<file path="src/rtl/axi_lite_pkg.sv">
// Shared definitions for the AXI4-lite master and its neighbours.
//   state_t        : master FSM state encoding (also exported on the debug port)
//   OKAY..DECERR   : AXI BRESP/RRESP codes
//   DEF_ADDR_W/_W  : default address (word index) and data widths
package axi_lite_pkg;

    typedef enum logic [2:0] {
        IDLE    = 3'd0,
        WR_REQ  = 3'd1,
        WR_RESP = 3'd2,
        RD_REQ  = 3'd3,
        RD_DATA = 3'd4,
        DONE    = 3'd5
    } state_t;

    localparam logic [1:0] OKAY   = 2'b00;
    localparam logic [1:0] EXOKAY = 2'b01;
    localparam logic [1:0] SLVERR = 2'b10;
    localparam logic [1:0] DECERR = 2'b11;

    localparam int DEF_ADDR_W = 2;
    localparam int DEF_DATA_W = 32;

endpackage

</file>
<file path="src/rtl/axi_lite_master.sv">
// Command-driven AXI4-lite master: accepts one single-beat read or write
// command at a time, runs the AW/W/B or AR/R handshakes and returns the
// read data / response code on a response port. A per-transaction timeout
// aborts a transaction whose slave never answers.
//
// Ports:
//   axi_clk, rstn                 clock, synchronous active-low reset
//   cmd_*                         command port (cmd_ready = master idle)
//   rsp_*                         response port (rdata, resp, timeout flag)
//   write_addr*/write_data*/write_resp*   AXI AW/W/B channels
//   read_addr*/read_data*/read_resp       AXI AR/R channels
//   state_dbg                     current FSM state, for checkers
//
// Handshake semantics (every channel, both directions): a transfer happens on
// the rising edge where valid & ready are both 1. Once valid is raised, it and
// its payload stay stable until that transfer; ready may toggle freely and
// never influences valid combinationally.
module axi_lite_master
    import axi_lite_pkg::*;
#(
    parameter int ADDR_W         = DEF_ADDR_W,
    parameter int DATA_W         = DEF_DATA_W,
    parameter int TIMEOUT_CYCLES = 256
) (
    input  logic              axi_clk,
    input  logic              rstn,
    input  logic              cmd_valid,
    output logic              cmd_ready,
    input  logic              cmd_write,
    input  logic [ADDR_W-1:0] cmd_addr,
    input  logic [DATA_W-1:0] cmd_wdata,
    output logic              rsp_valid,
    input  logic              rsp_ready,
    output logic [DATA_W-1:0] rsp_rdata,
    output logic [1:0]        rsp_resp,
    output logic              rsp_timeout,
    output logic [ADDR_W-1:0] write_addr,
    output logic              write_addr_valid,
    input  logic              write_addr_ready,
    output logic [DATA_W-1:0] write_data,
    output logic              write_data_valid,
    input  logic              write_data_ready,
    input  logic [1:0]        write_resp,
    input  logic              write_resp_valid,
    output logic              write_resp_ready,
    output logic [ADDR_W-1:0] read_addr,
    output logic              read_addr_valid,
    input  logic              read_addr_ready,
    input  logic [DATA_W-1:0] read_data,
    input  logic              read_data_valid,
    output logic              read_data_ready,
    input  logic [1:0]        read_resp,
    output logic [2:0]        state_dbg
);

    // A zero TIMEOUT_CYCLES disables the timeout; keep a 1-bit counter then.
    localparam int CNT_W = (TIMEOUT_CYCLES > 0) ? $clog2(TIMEOUT_CYCLES + 1) : 1;
    localparam logic [CNT_W-1:0] CNT_MAX  = CNT_W'(TIMEOUT_CYCLES);
    localparam logic [CNT_W-1:0] CNT_LAST = CNT_W'((TIMEOUT_CYCLES > 0) ? TIMEOUT_CYCLES - 1 : 0);

    state_t state_q, state_d;

    logic [ADDR_W-1:0] addr_q, addr_d;
    logic [DATA_W-1:0] wdata_q, wdata_d;
    logic              awvalid_q, awvalid_d;
    logic              wvalid_q, wvalid_d;
    logic              bready_q, bready_d;
    logic              arvalid_q, arvalid_d;
    logic              rready_q, rready_d;
    logic              aw_done_q, aw_done_d;
    logic              w_done_q, w_done_d;
    logic [CNT_W-1:0]  cnt_q, cnt_d;
    logic              rsp_valid_q, rsp_valid_d;
    logic [DATA_W-1:0] rsp_rdata_q, rsp_rdata_d;
    logic [1:0]        rsp_resp_q, rsp_resp_d;
    logic              rsp_timeout_q, rsp_timeout_d;

    logic cmd_fire, aw_fire, w_fire, b_fire, ar_fire, r_fire, rsp_fire;
    logic aw_all, w_all, busy, expire, abort;

    assign cmd_fire = (state_q == IDLE) && cmd_valid;
    assign aw_fire  = awvalid_q && write_addr_ready;
    assign w_fire   = wvalid_q && write_data_ready;
    assign b_fire   = bready_q && write_resp_valid;
    assign ar_fire  = arvalid_q && read_addr_ready;
    assign r_fire   = rready_q && read_data_valid;
    assign rsp_fire = rsp_valid_q && rsp_ready;

    // A channel counts as done if it completed earlier or completes this edge.
    assign aw_all = aw_done_q || aw_fire;
    assign w_all  = w_done_q || w_fire;

    assign busy = (state_q == WR_REQ) || (state_q == WR_RESP) ||
                  (state_q == RD_REQ) || (state_q == RD_DATA);

    // The counter keeps running across the request and response phases, so
    // the budget covers the whole transaction. Expiry is evaluated one count
    // early so the abort lands on the TIMEOUT_CYCLES-th busy edge.
    assign expire = (TIMEOUT_CYCLES != 0) && busy && (cnt_q >= CNT_LAST);

    // State register
    always_ff @(posedge axi_clk) begin
        if (!rstn) state_q <= IDLE;
        else       state_q <= state_d;
    end

    // Next-state logic; a state-advancing handshake takes priority over expiry
    always_comb begin
        state_d = state_q;
        case (state_q)
            IDLE:    if (cmd_fire) state_d = cmd_write ? WR_REQ : RD_REQ;
            WR_REQ:  if (aw_all && w_all) state_d = WR_RESP;
                     else if (expire)     state_d = DONE;
            WR_RESP: if (b_fire || expire) state_d = DONE;
            RD_REQ:  if (ar_fire)     state_d = RD_DATA;
                     else if (expire) state_d = DONE;
            RD_DATA: if (r_fire || expire) state_d = DONE;
            DONE:    if (rsp_fire) state_d = IDLE;
            default: state_d = IDLE;
        endcase
    end

    // Output logic: next values of every registered output
    always_comb begin
        addr_d        = addr_q;
        wdata_d       = wdata_q;
        awvalid_d     = awvalid_q;
        wvalid_d      = wvalid_q;
        bready_d      = bready_q;
        arvalid_d     = arvalid_q;
        rready_d      = rready_q;
        aw_done_d     = aw_done_q;
        w_done_d      = w_done_q;
        rsp_valid_d   = rsp_valid_q;
        rsp_rdata_d   = rsp_rdata_q;
        rsp_resp_d    = rsp_resp_q;
        rsp_timeout_d = rsp_timeout_q;
        abort         = 1'b0;
        cnt_d         = (busy && (cnt_q != CNT_MAX)) ? cnt_q + 1'b1 : cnt_q;

        case (state_q)
            IDLE: begin
                if (cmd_fire) begin
                    addr_d    = cmd_addr;
                    wdata_d   = cmd_wdata;
                    awvalid_d = cmd_write;
                    wvalid_d  = cmd_write;
                    arvalid_d = !cmd_write;
                    aw_done_d = 1'b0;
                    w_done_d  = 1'b0;
                    cnt_d     = '0;
                end
            end
            WR_REQ: begin
                if (aw_fire) begin
                    awvalid_d = 1'b0;
                    aw_done_d = 1'b1;
                end
                if (w_fire) begin
                    wvalid_d = 1'b0;
                    w_done_d = 1'b1;
                end
                if (aw_all && w_all) begin
                    bready_d = 1'b1;
                end else if (expire) begin
                    awvalid_d = 1'b0;
                    wvalid_d  = 1'b0;
                    abort     = 1'b1;
                end
            end
            WR_RESP: begin
                if (b_fire) begin
                    bready_d      = 1'b0;
                    rsp_valid_d   = 1'b1;
                    rsp_resp_d    = write_resp;
                    rsp_rdata_d   = '0;
                    rsp_timeout_d = 1'b0;
                end else if (expire) begin
                    bready_d = 1'b0;
                    abort    = 1'b1;
                end
            end
            RD_REQ: begin
                if (ar_fire) begin
                    arvalid_d = 1'b0;
                    rready_d  = 1'b1;
                end else if (expire) begin
                    arvalid_d = 1'b0;
                    abort     = 1'b1;
                end
            end
            RD_DATA: begin
                if (r_fire) begin
                    rready_d      = 1'b0;
                    rsp_valid_d   = 1'b1;
                    rsp_rdata_d   = read_data;
                    rsp_resp_d    = read_resp;
                    rsp_timeout_d = 1'b0;
                end else if (expire) begin
                    rready_d = 1'b0;
                    abort    = 1'b1;
                end
            end
            DONE: begin
                if (rsp_fire) begin
                    rsp_valid_d   = 1'b0;
                    rsp_timeout_d = 1'b0;
                end
            end
            default: ;
        endcase

        if (abort) begin
            rsp_valid_d   = 1'b1;
            rsp_timeout_d = 1'b1;
            rsp_resp_d    = OKAY;
            rsp_rdata_d   = '0;
        end
    end

    // Output / payload registers
    always_ff @(posedge axi_clk) begin
        if (!rstn) begin
            addr_q        <= '0;
            wdata_q       <= '0;
            awvalid_q     <= 1'b0;
            wvalid_q      <= 1'b0;
            bready_q      <= 1'b0;
            arvalid_q     <= 1'b0;
            rready_q      <= 1'b0;
            aw_done_q     <= 1'b0;
            w_done_q      <= 1'b0;
            cnt_q         <= '0;
            rsp_valid_q   <= 1'b0;
            rsp_rdata_q   <= '0;
            rsp_resp_q    <= '0;
            rsp_timeout_q <= 1'b0;
        end else begin
            addr_q        <= addr_d;
            wdata_q       <= wdata_d;
            awvalid_q     <= awvalid_d;
            wvalid_q      <= wvalid_d;
            bready_q      <= bready_d;
            arvalid_q     <= arvalid_d;
            rready_q      <= rready_d;
            aw_done_q     <= aw_done_d;
            w_done_q      <= w_done_d;
            cnt_q         <= cnt_d;
            rsp_valid_q   <= rsp_valid_d;
            rsp_rdata_q   <= rsp_rdata_d;
            rsp_resp_q    <= rsp_resp_d;
            rsp_timeout_q <= rsp_timeout_d;
        end
    end

    assign cmd_ready        = (state_q == IDLE);
    assign write_addr       = addr_q;
    assign write_addr_valid = awvalid_q;
    assign write_data       = wdata_q;
    assign write_data_valid = wvalid_q;
    assign write_resp_ready = bready_q;
    assign read_addr        = addr_q;
    assign read_addr_valid  = arvalid_q;
    assign read_data_ready  = rready_q;
    assign rsp_valid        = rsp_valid_q;
    assign rsp_rdata        = rsp_rdata_q;
    assign rsp_resp         = rsp_resp_q;
    assign rsp_timeout      = rsp_timeout_q;
    assign state_dbg        = state_q;

endmodule

</file>
<file path="config.mk">
export PLATFORM = sky130hd
export DESIGN_NAME = axi_lite_master
export DESIGN_NICKNAME = d
export VERILOG_FILES = /design/src/rtl/axi_lite_pkg.sv /design/src/rtl/axi_lite_master.sv
export SDC_FILE = /design/constraint.sdc
export NUM_CORES = 1
export LEC_CHECK = 0
export BUFFER_PORTS_ARGS = -buffer_cell sky130_fd_sc_hd__buf_2
export CAP_MARGIN = 30
export CORE_ASPECT_RATIO = 0.8
export CORE_MARGIN = 4
export CORE_UTILIZATION = 47
export DETAILED_ROUTE_END_ITERATION = 10
export HOLD_SLACK_MARGIN = 0.05
export PLACE_DENSITY = 0.82
export RECOVER_POWER = 25
export SLEW_MARGIN = 20
export SYNTH_ARGS = -nofsm -noshare
export SYNTH_HDL_FRONTEND = slang
export SYNTH_SLANG_ARGS = --single-unit
</file>
<file path="constraint.sdc">
create_clock -name axi_clk -period 2.1 [get_ports axi_clk]
set_clock_uncertainty 0.1 [all_clocks]
set_input_delay 0.105 -clock axi_clk [delete_from_list [all_inputs] [get_ports axi_clk]]
set_output_delay 0.105 -clock axi_clk [all_outputs]
set_load 0.02 [all_outputs]
</file>
---- After elaboration in Yosys (flattened, before gate mapping) ----
Cells that the tools add are included.
word-level totals
  flip-flop bits (word level) ............. 89
  input port bits ......................... 80
  output and inout bits ................... 81
cells by class
  $add $sub $neg .......................... 1
  magnitude comparators ................... 1
  eq/ne operators ......................... 22
  multiplexer cells ....................... 57
  bitwise operators ....................... 1
  reduce and logical (&&, ||, !) cells .... 36
operators by type and width
  operator                                                            count
  2-to-1 mux 32 bit                                                   2
  case mux 32 bit (2 select lines)                                    1
  2-to-1 mux 1 bit                                                    29
  2-to-1 mux 9 bit                                                    3
  2-to-1 mux 3 bit                                                    7
  != test 3 bit (second input constant)                               6
  case mux 3 bit (6 select lines)                                     1
  AND reduction 3 bit                                                 6
  case mux 1 bit (2 select lines)                                     7
  != test 2 bit (second input constant)                               6
  logical AND 1 bit                                                   10
  nonzero test 2 bit                                                  5
  adder 9 x 1 -> 9 bit (second input constant)                        1
  greater-or-equal comparator 9 x 8 -> 1 bit (second input constant)  1
  != test 9 bit (second input constant)                               1
  != test 2 x 1 -> 1 bit (second input constant)                      4
  AND reduction 4 bit                                                 2
  logical OR 1 bit                                                    7
  == test 3 x 2 -> 1 bit (second input constant)                      2
  == test 3 bit (second input constant)                               2
  2-to-1 mux 2 bit                                                    3
  case mux 1 bit (3 select lines)                                     2
  case mux 1 bit (4 select lines)                                     1
  case mux 2 bit (2 select lines)                                     1
  7 further kinds                                                     8

---- Logic depth before layout (Yosys ltp) ----
Gate-level depths: netlist of the first run.
  word-level depth ........................ 10
  gate-level depth with buffers ........... 10
  gate-level depth less buffers ........... 9

---- Worst setup path before layout of the first run ----
Ideal clock, no wire load.
  kind .................................... reg-to-reg
  from .................................... reg cnt_q[0]
  to ...................................... reg rsp_rdata_q[10], in the netlist rsp_rdata[10]
  library setup time ...................... 0.117 ns
  arrival ................................. 1.682 ns
  required time ........................... 1.883 ns
  path slack .............................. 0.201 ns
  stages on the path, launching flop included .. 11
  cells stage by stage .................... dfxtp_1 -> ha_1 -> nand3_1 -> nor2_1 -> ha_1 -> nor2_1 -> o21a_1 -> nand2b_4 -> o21ai_4 -> buf_2 -> nor2_1
between the ends
  cells in the longest elaborated chain, start to end .. 6
RTL lines
  element                                         line                    source
  start: declaration                              axi_lite_master.sv:72   logic [CNT_W-1:0] cnt_q, cnt_d;
  start signal: assignment                        axi_lite_master.sv:248  cnt_q <= cnt_d;
  greater-or-equal comparator 9 x 8 -> 1 bit (*)  axi_lite_master.sv:99   assign expire = (TIMEOUT_CYCLES != 0) && busy && (cnt_q >= CNT_LAST);
  logical AND 1 bit (*)                           axi_lite_master.sv:99
  2-to-1 mux 1 bit (*)                            -
  2-to-1 mux 1 bit (on tied branches)             -
  case mux 1 bit (4 select lines) (*)             axi_lite_master.sv:141  case (state_q)
  OR reduction 2 bit (no line) (*)                -
  end signal: assignment                          axi_lite_master.sv:250  rsp_rdata_q <= rsp_rdata_d;
  end: declaration                                axi_lite_master.sv:74   logic [DATA_W-1:0] rsp_rdata_q, rsp_rdata_d;
Mark *: on every way between the ends. The rest lies on a longest branch, timed or not.
A chain may end at the register's enable or synchronous reset.

---- Final worst setup path of the first run ----
  from .................................... reg cnt_q[1]
  to ...................................... reg wvalid_q, in the netlist write_data_valid
between the ends
  cells in the longest elaborated chain, start to end .. 5
RTL lines
  element                                     line                    source
  greater-or-equal comparator 9 x 8 -> 1 bit  axi_lite_master.sv:99
  logical AND 1 bit                           axi_lite_master.sv:99
  2-to-1 mux 1 bit                            axi_lite_master.sv:165  end else if (expire) begin
  2-to-1 mux 1 bit                            axi_lite_master.sv:163  if (aw_all && w_all) begin
  case mux 1 bit (2 select lines)             axi_lite_master.sv:141
  end signal: assignment                      axi_lite_master.sv:242  wvalid_q <= wvalid_d;
  end: declaration                            axi_lite_master.sv:66   logic wvalid_q, wvalid_d;
Every way passes these cells.

==> results.md, run 1 <==
- The run finished with clean final reports.
- TritonCTS built the clock tree.
- When the netlist entered floorplanning its net count stood at 511.
- In the final design database the tool counted 741 nets.
- Data arrives at the worst endpoint at 2120 ps.
- The fraction of final layout cells with drive strength greater than 1 is 24.1%.
- The first routing iteration left 238 violations.
- The biggest fanout along the worst timing path is 5.
- The buffer cell driving the clock tree root is sky130_fd_sc_hd__clkbuf_8.
- Of the synthesized area, sequential elements account for 49.3%.
- The clock latency at the later pin of the worst-skew pair is 360 ps.
- No sink is reached through more buffers than the 2 on the longest clock path.
- For this run, asynchronously set or reset flops after synthesis account for 0%.
- The cell accounting for the most synthesized area is sky130_fd_sc_hd__dfxtp_1.
- The routed design has 11.5 mm of wire.
- The TritonCTS sink count is 89.
- For this run, the number of Yosys warnings is 0.
- Across the run, the number of max-cap violations was 0.
- In the synthesized netlist the dominant register cell turns out to be sky130_fd_sc_hd__dfxtp_1.
- The number of top-level pins is 161.
- Setup repair after global routing left no endpoint under its margin.
- The startpoint type of the worst setup path is a flop.
- The horizontal die dimension is 106 µm.
- Counting distinct cell types in the post-synthesis netlist gives 46.
- The via count of the first global-routing pass is 3,918.
- For the final routed database, the setup TNS stands at 0 ps.
- The routed via count divided by cell count is 5.26.
- The count of flip-flops with a built-in enable after synthesis is 0.
- The total area inside the core boundary comes to 7430 µm².
- The number of placed instances, taps included, is 675.
- The worst relative slew slack is 64.7%.
- Yosys attributes the largest share of cell area to sky130_fd_sc_hd__dfxtp_1 49%, sky130_fd_sc_hd__nand2_1 9.7%, sky130_fd_sc_hd__a22oi_1 6.9%, sky130_fd_sc_hd__a21oi_1 6.4%, sky130_fd_sc_hd__nor2_1 5.7%.
- Input and output buffers added on the ports amount to 160.
- Synthesis inferred 89 register bits.
- After detailed routing, the number of remaining DRC violations is 0.
- The final critical path takes up 93.2% of the cycle.
- The die covers 9170 µm².
- Summed over all layers, the global routing overflow is 0.
- Summed over all cells, the static leakage comes to 2.25 nW.
- The per-cell routed wire length is 15.0 µm.
- The synthesized netlist occupies a cell area of 3610 µm².
- A synthesized cell averages 8.45 µm².
- The initial utilization of the core area, before any placement, comes to 48.7%.
- The worst-margin pin slew is 526 ps.
- At the worst endpoint, the required time is 2260 ps.
- Across the VDD grid, the largest voltage drop is 0.615 mV.
- Leaving out fill and tap cells, the most frequent cells in the layout are 118 x sky130_fd_sc_hd__buf_2, 93 x sky130_fd_sc_hd__nand2_1, 89 x sky130_fd_sc_hd__dfxtp_1, 77 x sky130_fd_sc_hd__dlygate4sd3_1, 55 x sky130_fd_sc_hd__nor2_1.
- The final antenna-violating net count is 0.
- The max-slew violation total from the final report is 0.
- After layout, the design draws a total of 5.28 mW.
- Counting the buffers created by CTS gives 9.
- The highest clock rate is 511 MHz.
- Walking the worst path, the cells encountered are ha_1 -> nand3_1 -> nor2_1 -> ha_1 -> nor2_1 -> o21a_1 -> buf_4 -> nor3_2 -> nor3_1 -> o21a_1.
- The final-report setup violation count is 0.
- In the synthesized netlist, the number of instances is 428.
- The die span in y is 86.4 µm.
- The area fraction of the dominant cell type after synthesis is 49.3%.
- The HPWL after detailed placement is 7.05 mm.
- The tightest min-delay check is of the in -> reg type.
- The clock transition at the registers of the reported paths is 90 ps.
- For this run, the number of standard cells in the final layout without fillers is 769.
- The routed via count is 4,043.
- The initial antenna violation count is 0.
- The critical path is of the reg -> reg type.
- The delay of the slowest cell on the worst path is 400 ps.
- The hold violation total from the final report is 0.
- The signed area change from the synthesized netlist to the final layout is 49.8%.
- The slowest stage of the critical path is the sky130_fd_sc_hd__dfxtp_1 cell.
- The total routing resource utilization after global routing is 24.5%.
- The congestion estimate from routability-driven global placement came to 0.877.
- The first global-routing pass estimated 18.1 mm of wire.
- The number of rows in the core area is 28.
- The number of iterations in the first detailed-routing pass is 5.
- The total number of H-tree levels is 3.
- The pin count of the biggest net entering global routing is 35.
- The clock period could shrink to 1960 ps.
- The worst setup path is captured at a flop.
- In this run the power density over the cells is 976 nW/µm².
- The library cell used most frequently in the layout, excluding fill and tap cells, is sky130_fd_sc_hd__buf_2.
## worst paths after layout
path / slack, ps / endpoint / start / cells after the start
setup / recovery: 140 / write_data_valid / cnt_q[1] / 10
hold / removal: 100 / read_data_ready / read_data_valid / 4
setup reg to reg: 140 / write_data_valid / cnt_q[1] / 10
hold reg to reg: 360 / write_data[25] / write_data[25] / 2
## per-layer routing
layer  part of all wire, %  wire, µm  GRT usage [%]  up-vias
met1                    40      4620           28.1     1875
met3                   7.4       847           7.15       34
li1                      -         -              -     1934
met4                   3.0       348           9.76        0
met5                     0         0              0        -
met2                    49      5700           43.4      200
## synth_stat cells, types with 2 or more instances
cell type                  number
sky130_fd_sc_hd__nor2_1        55
sky130_fd_sc_hd__or3_1          2
sky130_fd_sc_hd__inv_1          5
sky130_fd_sc_hd__a211oi_1       5
sky130_fd_sc_hd__clkbuf_1       9
sky130_fd_sc_hd__nand2_1       93
sky130_fd_sc_hd__a31oi_1        2
sky130_fd_sc_hd__o21ai_0        8
sky130_fd_sc_hd__nand3_1        7
sky130_fd_sc_hd__buf_2         11
sky130_fd_sc_hd__o21a_1         6
sky130_fd_sc_hd__a21oi_1       46
sky130_fd_sc_hd__buf_4          2
sky130_fd_sc_hd__xor2_1         4
sky130_fd_sc_hd__nor3_1         5
sky130_fd_sc_hd__ha_1           3
sky130_fd_sc_hd__o32ai_1        2
sky130_fd_sc_hd__a22oi_1       33
sky130_fd_sc_hd__nor2b_1        2
sky130_fd_sc_hd__nor4_1         2
sky130_fd_sc_hd__nand2b_1       2
sky130_fd_sc_hd__nand4_1        4
sky130_fd_sc_hd__dfxtp_1       89
sky130_fd_sc_hd__a311oi_1       2
sky130_fd_sc_hd__buf_6          8
## through the flow
stage	cell area [µm²]	utilization, %	hold slack (ps)	setup WS, ps
floorplan	3610	-	141	201
global placement	4470	60.2	244	184
detailed placement	4470	60.2	251	95.7
CTS	5450	73.4	64.5	69.4
global route	5410	72.9	123	26.3
finish	5410	72.9	100	144
## repair_timing
item,CTS,global route
endpoints found under the setup margin,0,2
endpoints found under the hold margin,77,0
gates resized for setup,0,2
buffers inserted,0,0
hold buffers,77,0
## worst max-delay path: cells and delay by family (launching register included)
| family | cells | cell delay (ps) |
|---|---|---|
| flip-flops | 1 | 400 |
| AO/OA/AOI/OAI | 2 | 300 |
| adder cells (fa/ha/maj) | 2 | 390 |
| buffers and inverters | 1 | 160 |
| AND/OR/NAND/NOR | 5 | 520 |
## cell type report
cell class,instances,area [µm²]
fillers,576,2010
flip-flops and latches,89,1780
repair buffers,249,1630
multi-input cells,303,1630
clock buffers,10,138
well taps,105,131
clock inverters,6,71.3
inverters,6,25.0
diodes,1,2.50
## registers in the layout (all words and copies together) (netlist names)
signal            count
aw_done_q             1
cnt_q                 9
read_addr             2
read_addr_valid       1
read_data_ready       1
rsp_rdata            32
rsp_resp              2
rsp_timeout           1
rsp_valid             1
state_dbg             3
w_done_q              1
write_addr_valid      1
write_data           32
write_data_valid      1
write_resp_ready      1
## logic make-up (layout without fill, tap and decap cells)
family | count (synthesis) | count (layout) | synth area share (%)
and+or+nand+nor | 182 | 182 | 22.1
other | 0 | 1 | 0
xor gates and xnor gates | 5 | 5 | 1.21
buffers and inverters | 36 | 271 | 6.06
DFF | 89 | 89 | 49.3
adders and majority gates | 3 | 3 | 1.04
AOI/OAI and AO/OA | 113 | 113 | 20.3
## power breakdown
part	switching, mW	internal [mW]
combinational	1.26	0.749
clock	0.633	0.595
sequential	0.163	1.88
Power figures use the tool's default switching activity.
==> run 2, diff against run 1 <==
Settings changed: PLACE_DENSITY 0.82 to 0.8.
==> results.md, run 2 (same netlist as run 1, synthesis figures left out) <==
- The flow ran to the end, and the final reports show no timing, DRC or antenna violations.
- The initial antenna violation count is 0 (unchanged).
- The wire length on met2 is 5.25 mm (-7.8%).
- The count of buffers from port buffering is 160 (unchanged).
- The critical path required time was 2220 ps (-40 ps).
- The clock transition at the registers of the reported paths is 90 ps (about the same).
- The post-layout total power is 5.21 mW (-1.4%).
- The buffer and inverter count on the worst path was 1 (unchanged).
- The type of the worst setup path is reg -> reg.
- The kind of end point of the critical path is a flop.
- The library cells used most frequently in the layout, excluding fill and tap cells, are 118 x sky130_fd_sc_hd__buf_2, 93 x sky130_fd_sc_hd__nand2_1, 88 x sky130_fd_sc_hd__dfxtp_1, 77 x sky130_fd_sc_hd__dlygate4sd3_1, 55 x sky130_fd_sc_hd__nor2_1.
- The highest ir drop seen on vdd is 0.631 mV (+2.5%).
- STA classifies the critical path startpoint as a flop.
- The horizontal die dimension is 106 µm (unchanged).
- The via count of the first global-routing pass is 3,859 (-1.5%).
- The total number of H-tree levels is 3 (unchanged).
- The deepest clock path buffer count is 2 (unchanged).
- The number of remaining DRC errors is 0 (unchanged).
- Walking the worst path, the cells encountered are nand4_1 -> nor2_1 -> ha_1 -> nor2_1 -> o21a_2 -> nand2b_4 -> o21ai_4 -> buf_12 -> a311oi_1.
- The placeable core region came to 7430 µm² (unchanged).
- The total power per unit cell area came to 962 nW/µm² (-1.4%).
- The number of nets in the layout is 743 (+0.27%).
- The worst relative slew slack was 66.2% (+1.5 points).
- The signed area change from the synthesized netlist to the final layout was 49.7% (about the same).
- The cell seen most often among critical-path stages is sky130_fd_sc_hd__nor2_1.
- Signal routing reaches up to met4.
- The leakage component of the power was 2.26 nW (+0.75%).
- The final antenna-violating net count is 0 (unchanged).
- The TritonCTS sink count is 89 (unchanged).
- The startpoint of the worst-slack reg-to-reg timing path is cnt_q[4].
- The depth of the worst register-to-register path is 9 (-1).
- The final HPWL from detailed placement is 6.99 mm (-0.89%).
- The number of top-level pins was 161 (unchanged).
- Setup repair after global routing left no endpoint under its margin.
- The worst-margin pin slew was 506 ps (-19.7 ps).
- The starting density of the core came to 48.7% (unchanged).
- The pin count of the biggest net entering global routing came to 35 (unchanged).
- The clock latency at the later pin of the worst-skew pair is 350 ps (about the same).
- The setup slack of the critical path after layout came to 156 ps (+11.9 ps).
- The met3 routed wirelength is 895 µm (+5.7%).
- The total routing resource utilization after global routing is 24.3% (-0.26 points).
- The number of cells traversed by the worst hold path was 3 (-1).
- The remaining global-route overflow is 0 (unchanged).
- The wire length reported by the detailed router is 11.2 mm (-2.8%).
- The hold violation total from the final report is 0 (unchanged).
- The number of iterations in the first detailed-routing pass was 5 (unchanged).
- The filler cell count in the final layout was 558 (-3.1%).
- The setup slack after placement is 81.2 ps (-14.5 ps).
- In this run the worst hold path is classified as in -> reg.
- The DRC marker count from the first detailed-route iteration is 231 (-2.9%).
- The routed via count divided by cell count is 5.11 (-2.8%).
- The fraction of the cycle the final worst path needs came to 92.6% (-0.56 points).
- The post-CTS setup buffer count is 0 (unchanged).
- The minimum period implied by the final worst setup slack came to 1940 ps (-11.9 ps).
- The worst hold path begins at write_resp_valid.
- The register-to-register setup slack came to 160 ps (about the same).
- The final-report setup violation count is 0 (unchanged).
- In this design, the largest share of critical-path delay is due to simple AND/OR/NAND/NOR gates.
- The tightest hold margin is 112 ps (+12.1 ps).
- The wire length on met1 is 4.67 mm (+1.1%).
- The cell type of the slowest stage on the worst timing path is sky130_fd_sc_hd__dfxtp_1.
- The antenna diode count is 0 (-1).
- The tree is rooted in a sky130_fd_sc_hd__clkbuf_8.
- Leaving out fill and tap cells, the most frequent cell in the layout is sky130_fd_sc_hd__buf_2.
- The fraction of final layout cells with drive strength greater than 1 came to 24.4% (+0.23 points).
- The per-cell routed wire length is 14.5 µm (-2.9%).
- The wire length of the first global-routing pass is 18.1 mm (-0.19%).
- The number of rows in the core area was 28 (unchanged).
- The number of clock buffers inserted by TritonCTS was 9 (unchanged).
- The CTS tree is built.
- The routability congestion estimate is 0.923 (+5.3%).
- The sum of negative setup slack came to 0 ps (unchanged).
- The max-cap violation count was 0 (unchanged).
- The routed via count was 3,936 (-2.6%).
- The highest clock rate is 514 MHz (+0.61%).
- In this run the critical register-to-register path is captured at rsp_resp[0].
- The max-slew violation total from the final report is 0 (unchanged).
- The biggest fanout along the worst timing path is 34 (+29).
- The worst-case hold path end point is rsp_timeout.
- The worst endpoint data arrival time came to 2070 ps (-50 ps).
- The delay of the slowest cell on the worst path is 410 ps (about the same).
- The area of the die was 9170 µm² (unchanged).
- The die span in y is 86.4 µm (unchanged).
==> run 2: power by group <==
part,internal [mW],switching (mW),total [mW]
Combinational,0.750,1.23,1.98
Clock,0.587,0.607,1.19
Sequential,1.89,0.151,2.04
Total,3.22,1.99,5.21
==> run 2: worst max path at each step <==
stage	start	end	slack [ps]	depth (start not counted)
6_report	cnt_q[4]	rsp_resp[0]	160	9
5_1_grt	cnt_q[1]	rsp_resp[1]	0.9	10
4_1_cts	cnt_q[1]	rsp_resp[1]	60	10
3_5_place_dp	cnt_q[1]	rsp_resp[1]	80	10
3_3_place_gp	cnt_q[1]	rsp_resp[1]	160	10
2_1_floorplan	cnt_q[0]	rsp_rdata[10]	200	10
==> run 2: per-layer routing <==
metal,vias to the layer above,track usage (%)
met4,0,10.9
met1,1779,28.9
met3,32,6.55
li1,1937,-
met5,-,0
met2,188,41.4
==> run 2: area by class of cell <==
type	count	area, µm²	area share (%)
clock buffers	10	138	2.54
clock inverters	6	66.3	1.23
inverters	6	25.0	0.462
multi-input cells	303	1620	29.9
flip-flops and latches	89	1780	32.9
well taps	105	131	2.43
repair buffers	251	1650	30.5
==> run 2: per-stage QoR <==
| step | cells | cell area [µm²] | util [%] |
|---|---|---|---|
| after CTS | 770 | 5460 | 73.6 |
| after global routing | 770 | 5410 | 72.9 |
| final | 770 | 5410 | 72.9 |
| after detailed placement | 677 | 4490 | 60.4 |
| after floorplan | 428 | 3610 | - |
| after global placement | 677 | 4490 | 60.4 |
==> run 2: tightest hold or removal path, stage by stage <==
cell	delay, ps
sky130_fd_sc_hd__buf_2	110
sky130_fd_sc_hd__a32o_1	200
sky130_fd_sc_hd__o32ai_1	90
==> run 2: repair_timing <==
item	CTS	global route
resized for setup	0	2
setup endpoints to repair	0	35
hold buffers	77	0
hold endpoints to repair	78	0
